==> src/rtl/axis_i2s_rx_pkg.sv <==
// Shared I2S definitions: receiver/transmitter FSM state encoding and channel constants.
package axis_i2s_rx_pkg;

  typedef enum logic [1:0] {
    ST_IDLE  = 2'd0,
    ST_SKIP  = 2'd1,
    ST_SHIFT = 2'd2,
    ST_WAIT  = 2'd3
  } i2s_state_e;

  localparam logic CH_LEFT  = 1'b0;
  localparam logic CH_RIGHT = 1'b1;

  function automatic logic is_right(input logic ch);
    return (ch == CH_RIGHT);
  endfunction

endpackage

==> src/rtl/i2s_pin_sync.sv <==
// Oversampling synchronizer for the three I2S pins plus a registered sclk rising-edge strobe.
// lrck/data are re-registered alongside the strobe so all three come from the same stage.
module i2s_pin_sync #(
  parameter int SYNC_STAGES = 2
) (
  input  logic clk_i,
  input  logic reset_i,
  input  logic sclk_i,
  input  logic lrck_i,
  input  logic data_i,
  output logic sclk_rise_o,
  output logic lrck_o,
  output logic data_o
);

  logic [SYNC_STAGES-1:0] sclk_sync_q;
  logic [SYNC_STAGES-1:0] lrck_sync_q;
  logic [SYNC_STAGES-1:0] data_sync_q;
  logic                   sclk_prev_q;
  logic                   sclk_rise_q;
  logic                   lrck_q;
  logic                   data_q;

  // Synchronizer chains and edge-detect state.
  always_ff @(posedge clk_i) begin
    if (reset_i) begin
      sclk_sync_q <= {SYNC_STAGES{1'b0}};
      lrck_sync_q <= {SYNC_STAGES{1'b0}};
      data_sync_q <= {SYNC_STAGES{1'b0}};
      sclk_prev_q <= 1'b0;
      sclk_rise_q <= 1'b0;
      lrck_q      <= 1'b0;
      data_q      <= 1'b0;
    end else begin
      sclk_sync_q <= {sclk_sync_q[SYNC_STAGES-2:0], sclk_i};
      lrck_sync_q <= {lrck_sync_q[SYNC_STAGES-2:0], lrck_i};
      data_sync_q <= {data_sync_q[SYNC_STAGES-2:0], data_i};
      sclk_prev_q <= sclk_sync_q[SYNC_STAGES-1];
      sclk_rise_q <= sclk_sync_q[SYNC_STAGES-1] & ~sclk_prev_q;
      lrck_q      <= lrck_sync_q[SYNC_STAGES-1];
      data_q      <= data_sync_q[SYNC_STAGES-1];
    end
  end

  assign sclk_rise_o = sclk_rise_q;
  assign lrck_o      = lrck_q;
  assign data_o      = data_q;

endmodule

==> src/rtl/axis_i2s_rx.sv <==
// I2S receiver: deserializes left/right channel words and presents each one as an AXI4-Stream beat
// through a single-entry output register with sticky overflow and framing-error flags.
import axis_i2s_rx_pkg::*;

module axis_i2s_rx #(
  parameter int DATA_WIDTH  = 24,
  parameter int SYNC_STAGES = 2
) (
  input  logic                  aclk,
  input  logic                  reset,
  input  logic                  enable,
  input  logic                  i2s_sclk,
  input  logic                  i2s_lrck,
  input  logic                  i2s_data,
  output logic [DATA_WIDTH-1:0] m_axis_tdata,
  output logic                  m_axis_tvalid,
  input  logic                  m_axis_tready,
  output logic                  m_axis_tlast,
  output logic                  overflow,
  output logic                  frame_err
);

  localparam int                CNT_W    = $clog2(DATA_WIDTH + 1);
  localparam logic [CNT_W-1:0]  LAST_CNT = CNT_W'(DATA_WIDTH - 1);

  logic                  sclk_rise_s;
  logic                  lrck_s;
  logic                  data_s;
  logic                  lrck_prev_q;
  logic                  lrck_seen_q;
  logic                  lrck_edge_s;
  i2s_state_e            state_q;
  logic                  channel_q;
  logic [CNT_W-1:0]      bit_cnt_q;
  logic [DATA_WIDTH-1:0] shreg_q;
  logic [DATA_WIDTH:0]   shift_s;
  logic [DATA_WIDTH-1:0] shreg_d;
  logic                  word_done_s;
  logic                  frame_err_q;
  logic [DATA_WIDTH-1:0] tdata_q;
  logic                  tvalid_q;
  logic                  tlast_q;
  logic                  overflow_q;

  i2s_pin_sync #(
    .SYNC_STAGES(SYNC_STAGES)
  ) u_pin_sync (
    .clk_i      (aclk),
    .reset_i    (reset),
    .sclk_i     (i2s_sclk),
    .lrck_i     (i2s_lrck),
    .data_i     (i2s_data),
    .sclk_rise_o(sclk_rise_s),
    .lrck_o     (lrck_s),
    .data_o     (data_s)
  );

  // The first strobe after reset only primes lrck history, so a mid-slot release is not an edge.
  assign lrck_edge_s = sclk_rise_s & lrck_seen_q & (lrck_s != lrck_prev_q);

  // Shifting every accepted bit lets the MSB capture in SKIP reuse the normal shift path.
  assign shift_s = {shreg_q, data_s};
  assign shreg_d = shift_s[DATA_WIDTH-1:0];

  assign word_done_s = enable & sclk_rise_s & ~lrck_edge_s &
                       (((state_q == ST_SKIP)  && (LAST_CNT == {CNT_W{1'b0}})) ||
                        ((state_q == ST_SHIFT) && (bit_cnt_q == LAST_CNT)));

  // lrck history sampled at each sclk rise.
  always_ff @(posedge aclk) begin
    if (reset) begin
      lrck_prev_q <= 1'b0;
      lrck_seen_q <= 1'b0;
    end else if (sclk_rise_s) begin
      lrck_prev_q <= lrck_s;
      lrck_seen_q <= 1'b1;
    end
  end

  // Word-alignment and bit-capture state machine.
  always_ff @(posedge aclk) begin
    if (reset) begin
      state_q     <= ST_IDLE;
      channel_q   <= CH_LEFT;
      bit_cnt_q   <= {CNT_W{1'b0}};
      shreg_q     <= {DATA_WIDTH{1'b0}};
      frame_err_q <= 1'b0;
    end else if (!enable) begin
      state_q   <= ST_IDLE;
      bit_cnt_q <= {CNT_W{1'b0}};
    end else if (sclk_rise_s) begin
      case (state_q)
        ST_IDLE, ST_WAIT: begin
          if (lrck_edge_s) begin
            channel_q <= lrck_s;
            state_q   <= ST_SKIP;
          end
        end
        ST_SKIP, ST_SHIFT: begin
          if (lrck_edge_s) begin
            frame_err_q <= 1'b1;
            channel_q   <= lrck_s;
            bit_cnt_q   <= {CNT_W{1'b0}};
            state_q     <= ST_SKIP;
          end else begin
            shreg_q <= shreg_d;
            if (word_done_s) begin
              bit_cnt_q <= {CNT_W{1'b0}};
              state_q   <= ST_WAIT;
            end else begin
              bit_cnt_q <= bit_cnt_q + CNT_W'(1);
              state_q   <= ST_SHIFT;
            end
          end
        end
        default: state_q <= ST_IDLE;
      endcase
    end
  end

  // Output register: a new word loads when empty or draining, otherwise it is dropped.
  always_ff @(posedge aclk) begin
    if (reset) begin
      tdata_q    <= {DATA_WIDTH{1'b0}};
      tvalid_q   <= 1'b0;
      tlast_q    <= 1'b0;
      overflow_q <= 1'b0;
    end else if (word_done_s && (!tvalid_q || m_axis_tready)) begin
      tdata_q  <= shreg_d;
      tlast_q  <= channel_q;
      tvalid_q <= 1'b1;
    end else if (word_done_s) begin
      overflow_q <= 1'b1;
    end else if (tvalid_q && m_axis_tready) begin
      tvalid_q <= 1'b0;
    end
  end

  assign m_axis_tdata  = tdata_q;
  assign m_axis_tvalid = tvalid_q;
  assign m_axis_tlast  = tlast_q;
  assign overflow      = overflow_q;
  assign frame_err     = frame_err_q;

endmodule

==> config.mk <==
export PLATFORM = sky130hd
export DESIGN_NAME = axis_i2s_rx
export DESIGN_NICKNAME = d
export VERILOG_FILES = /design/src/rtl/axis_i2s_rx_pkg.sv /design/src/rtl/i2s_pin_sync.sv /design/src/rtl/axis_i2s_rx.sv
export SDC_FILE = /design/constraint.sdc
export NUM_CORES = 1
export LEC_CHECK = 0
export ABC_AREA = 1
export BUFFER_PORTS_ARGS = -buffer_cell sky130_fd_sc_hd__buf_2
export CAP_MARGIN = 0
export CORE_MARGIN = 8
export CORE_UTILIZATION = 55
export CTS_CLUSTER_DIAMETER = 120
export DETAILED_ROUTE_END_ITERATION = 8
export GPL_TIMING_DRIVEN = 0
export HOLD_SLACK_MARGIN = 0.03
export PLACE_DENSITY = 0.76
export SYNTH_ARGS = -nofsm -noshare
export SYNTH_HDL_FRONTEND = slang
export SYNTH_SLANG_ARGS = --single-unit
==> constraint.sdc <==
create_clock -name aclk -period 1.8 [get_ports aclk]
set_clock_uncertainty 0.2 [all_clocks]
set_input_delay 0.27 -clock aclk [delete_from_list [all_inputs] [get_ports aclk]]
set_output_delay 0.27 -clock aclk [all_outputs]
set_load 0.01 [all_outputs]
==> results.md <==
* Worst VDD drop at just under 800 uV
* Post-detailed-placement half-perimeter wirelength at 4270 microns
* Total gr overflow at 0
* Maximum number of pins on one net before global-route repair at 12
* Initial core utilization at 0.5647
* Number of buffers on the longest clock path at 2
* Pre-CTS worst setup slack at -21.89 ps
* Die Span Y at 90.96 microns
* Syn. warnings at 0
* Part of the Yosys area used for sequential elements at 0.4599
* Number of cell rows at 27
* Global-route usage over all layers at 0.1462
* Share of total power in the clock network at 0.466
* Number of vias after detailed routing at 2616
* Post-route clock period utilization at 0.9604
* Result of the run: complete, no violations
* N_diodes at 0
* RSZ-0062 raised after global routing: yes
* Slew @ Worst Pin at approximately 440 ps
* Number of endpoints failing setup at the final stage at 0
* Crit path capture type: flip-flop
* Combinational group share of total power at 0.027
* Biggest area contributors in the synthesized netlist: sky130_fd_sc_hd__dfxtp_1, sky130_fd_sc_hd__inv_1, sky130_fd_sc_hd__nor2_1
* Count of unique library cells instantiated by Yosys at 26
* Number of instances in the synthesized netlist at around 440
* Post-detailed-route via-to-cell ratio at ~4.6
* Area growth from synthesis to layout at 19.11%
* Most common cell after layout, fill and taps aside: sky130_fd_sc_hd__inv_1
* Achievable Freq at around 580 MHz
* DR DRC count at 0
* Least setup slack across all paths after layout at 71.24 ps
* Worst-case headroom to the max-slew limit at 0.7090
* Worst EP arrival at about 1800 ps
* Clock root buffer: sky130_fd_sc_hd__clkbuf_8
* Fraction of power spent switching nets at 0.2010
* Most common cell type on the critical path: sky130_fd_sc_hd__inv_1
* Psw at ~0.63 mW
* Reported max-cap violation count at 0
* Top cell type's share of synthesized area at 0.4599
* Width of the die at 90.96 microns
* Clock latency of the later-clocked register in the worst-skew pair at approximately 340 ps
* Portion of total power attributed to sequential cells at 0.507
* Flip-flop and latch count after synthesis at 71
* Initial antenna violation count at 0
* Final setup TNS at 0 ps
* Core region area at roughly 5500 sq um
* Number of max-slew violations in the final report at 0
* DIE AREA at 8274 sq um
* I/O pin cnt at 35
* Netlist area before placement at 3090 sq um
* Routed wire length per instance at approximately 10 microns
* Layout fillers at 503
* H-tree depth at 3
* # clock sinks at 71
* Internal Dissipation at around 2.5 mW
* Cell-by-cell listing of the critical path: inv_1, ha_1, inv_1, nor2_2, nand2_2, buf_4, o21ai_0, nor2_1
* DRT Pass-1 Iters at 4
* Number of CTS-inserted buffers at 9
* Top fanout value on the critical path at 10
* Critical setup path kind: flip-flop to flip-flop
* Fraction of layout instances using a drive strength above 1 at 0.1778
* PD cells at between 800 and 900 nW/um^2
* Yosys top cell by area: sky130_fd_sc_hd__dfxtp_1
* Worst EP required at 1830 ps
* Number of design-rule violations left by the first detailed-router iteration at around 110
* Most frequent cells in the layout: sky130_fd_sc_hd__inv_1, sky130_fd_sc_hd__nor2_1, sky130_fd_sc_hd__nand2_1, sky130_fd_sc_hd__dfxtp_1, sky130_fd_sc_hd__buf_2
* Post-detailed-routing wire length at around 5900 microns
* Total of buffers placed on input and output ports at 34
* Post-Syn Nets at 450
* Hold violation count in the final report at 0
* First-pass GRT wire length at just over 10000 microns
* Worst Hold Class: primary input to flip-flop
* Post-route core utilization at 0.6726
* Minimum period implied by the final worst setup slack at around 1700 ps
* Post-layout nets at 503
* Average size of a mapped cell at approximately 7.1 sq um
* Leak Pwr at between 1.5 and 2 nW
* Cell with the largest stage delay on the worst path: sky130_fd_sc_hd__dfxtp_2
* GPL Wtd Cong at about 0.82
* Clock transition at the register clock pins on the worst setup and hold paths after CTS at around 70 ps
* Startpoint type of the worst setup path: flip-flop
* Number of global-route vias before repair at 2400
* Critical Path Max Stage Delay at roughly 350 ps
* Clock tree from TritonCTS: yes
* Post-DRT Antenna Nets at 0
-- power groups by stage --
stage | Combinational (mW) | Sequential (mW) | Clock, mW
after floorplan | 0.0541 | 1.62 | 0
after global placement | 0.0744 | 1.62 | 0
after detailed placement | 0.0762 | 1.62 | 0
after CTS | 0.0831 | 1.58 | 1.47
after global routing | 0.0955 | 1.58 | 1.55
final | 0.0834 | 1.58 | 1.46
-- timing repair --
| item | CTS | global route |
|---|---|---|
| hold buffers | 4 | 0 |
| setup endpoints to repair | 11 | 44 |
| gates resized for setup | 2 | 20 |
| buffers inserted | 0 | 4 |
| hold endpoints to repair | 7 | 0 |
| pin swaps | 0 | 2 |
-- worst paths after layout --
path | start | to | slack (ps) | cells after the start
worst min-delay path | enable | bit_cnt_q[1]$_SDFFE_PP0P_ | 60 | 3
worst max register to register | state_q[1]$_SDFFE_PP0P_ | shreg_q[3]$_SDFFE_PP0P_ | 70 | 8
worst max-delay path | state_q[1]$_SDFFE_PP0P_ | shreg_q[3]$_SDFFE_PP0P_ | 70 | 8
worst min register to register | u_pin_sync.sclk_prev_q$_SDFF_PP0_ | u_pin_sync.sclk_rise_o$_SDFF_PP0_ | 190 | 1
-- cell usage after synthesis --
library cell                n
sky130_fd_sc_hd__nand3b_1   1
sky130_fd_sc_hd__inv_2      5
sky130_fd_sc_hd__nand4_1   26
sky130_fd_sc_hd__buf_1      3
sky130_fd_sc_hd__nor2_8     1
sky130_fd_sc_hd__xor2_1     2
sky130_fd_sc_hd__ha_1       5
sky130_fd_sc_hd__dfxtp_1   71
sky130_fd_sc_hd__nor2_1    94
sky130_fd_sc_hd__clkbuf_1   5
sky130_fd_sc_hd__inv_1     96
sky130_fd_sc_hd__nand2_4    1
sky130_fd_sc_hd__nor3_1     1
sky130_fd_sc_hd__a21oi_1    8
sky130_fd_sc_hd__o21ai_1    9
sky130_fd_sc_hd__buf_6      5
sky130_fd_sc_hd__clkinv_2   1
sky130_fd_sc_hd__nand2_2    2
sky130_fd_sc_hd__buf_2      5
sky130_fd_sc_hd__nand3_1    5
sky130_fd_sc_hd__nand2_1   68
sky130_fd_sc_hd__o21ai_0   18
sky130_fd_sc_hd__buf_4      2
sky130_fd_sc_hd__a211oi_1   1
sky130_fd_sc_hd__nand3_4    2
sky130_fd_sc_hd__a21oi_2    1
-- state kept, by name, indices dropped and copies added (netlist names), 2 cells and up --
register and count:
state_q 2, bit_cnt_q 5, m_axis_tdata 24, u_pin_sync.sclk_sync_q 2
u_pin_sync.lrck_sync_q 2, u_pin_sync.data_sync_q 2, shreg_q 23
-- critical path, delay by kind of cell, from the launching register on --
family	cells	cell delay (ps)
buffers and inverters	3	330
AND/OR/NAND/NOR	3	300
AO/OA/AOI/OAI	1	150
flip-flops	1	350
adder cells (fa/ha/maj)	1	300
-- metrics by stage --
step	power, mW	area (sq um)	hold slack, ps	cells
floorplan	1.673	3090	132.4	438
global placement	1.694	3351	177.8	544
detailed placement	1.697	3351	182.3	544
CTS	3.139	3623	59.09	563
global route	3.228	3681	68.63	567
finish	3.125	3681	60.68	567
-- routing by layer --
metal  GRT usage  vias to the layer above  routed length [microns]
li1            -                     1415                        -
met1      0.1557                     1149                     2708
met2      0.2497                       41                     2811
met3     0.04691                       11                      280
met4     0.08458                        0                      121
met5           0                        -                        0
-- cell type report --
| type | count | area [sq um] | area share |
|---|---|---|---|
| Buffer | 20 | 138.9 | 0.03773 |
| Inverter | 102 | 384.1 | 0.1044 |
| Clock buffer | 12 | 165.2 | 0.04487 |
| Sequential cell | 71 | 1426 | 0.3875 |
| Tap cell | 72 | 90.09 | 0.02447 |
| Clock inverter | 3 | 65.06 | 0.01768 |
| Timing Repair Buffer | 42 | 240.2 | 0.06526 |
| Multi-Input combinational cell | 245 | 1171 | 0.3182 |
-- cells by family (layout without fill, tap and decap cells) --
family                     Yosys count  count (layout)  share of synthesized area
DFF                                 71              71                     0.4599
xor gates and xnor gates             2               2                   0.005669
buffers and inverters              122             179                     0.1652
adders and majority gates            5               5                    0.02024
AOI/OAI and AO/OA                   37              37                    0.06195
and+or+nand+nor                    201             201                     0.2870
No activity file was read; power rests on OpenSTA's default activity.
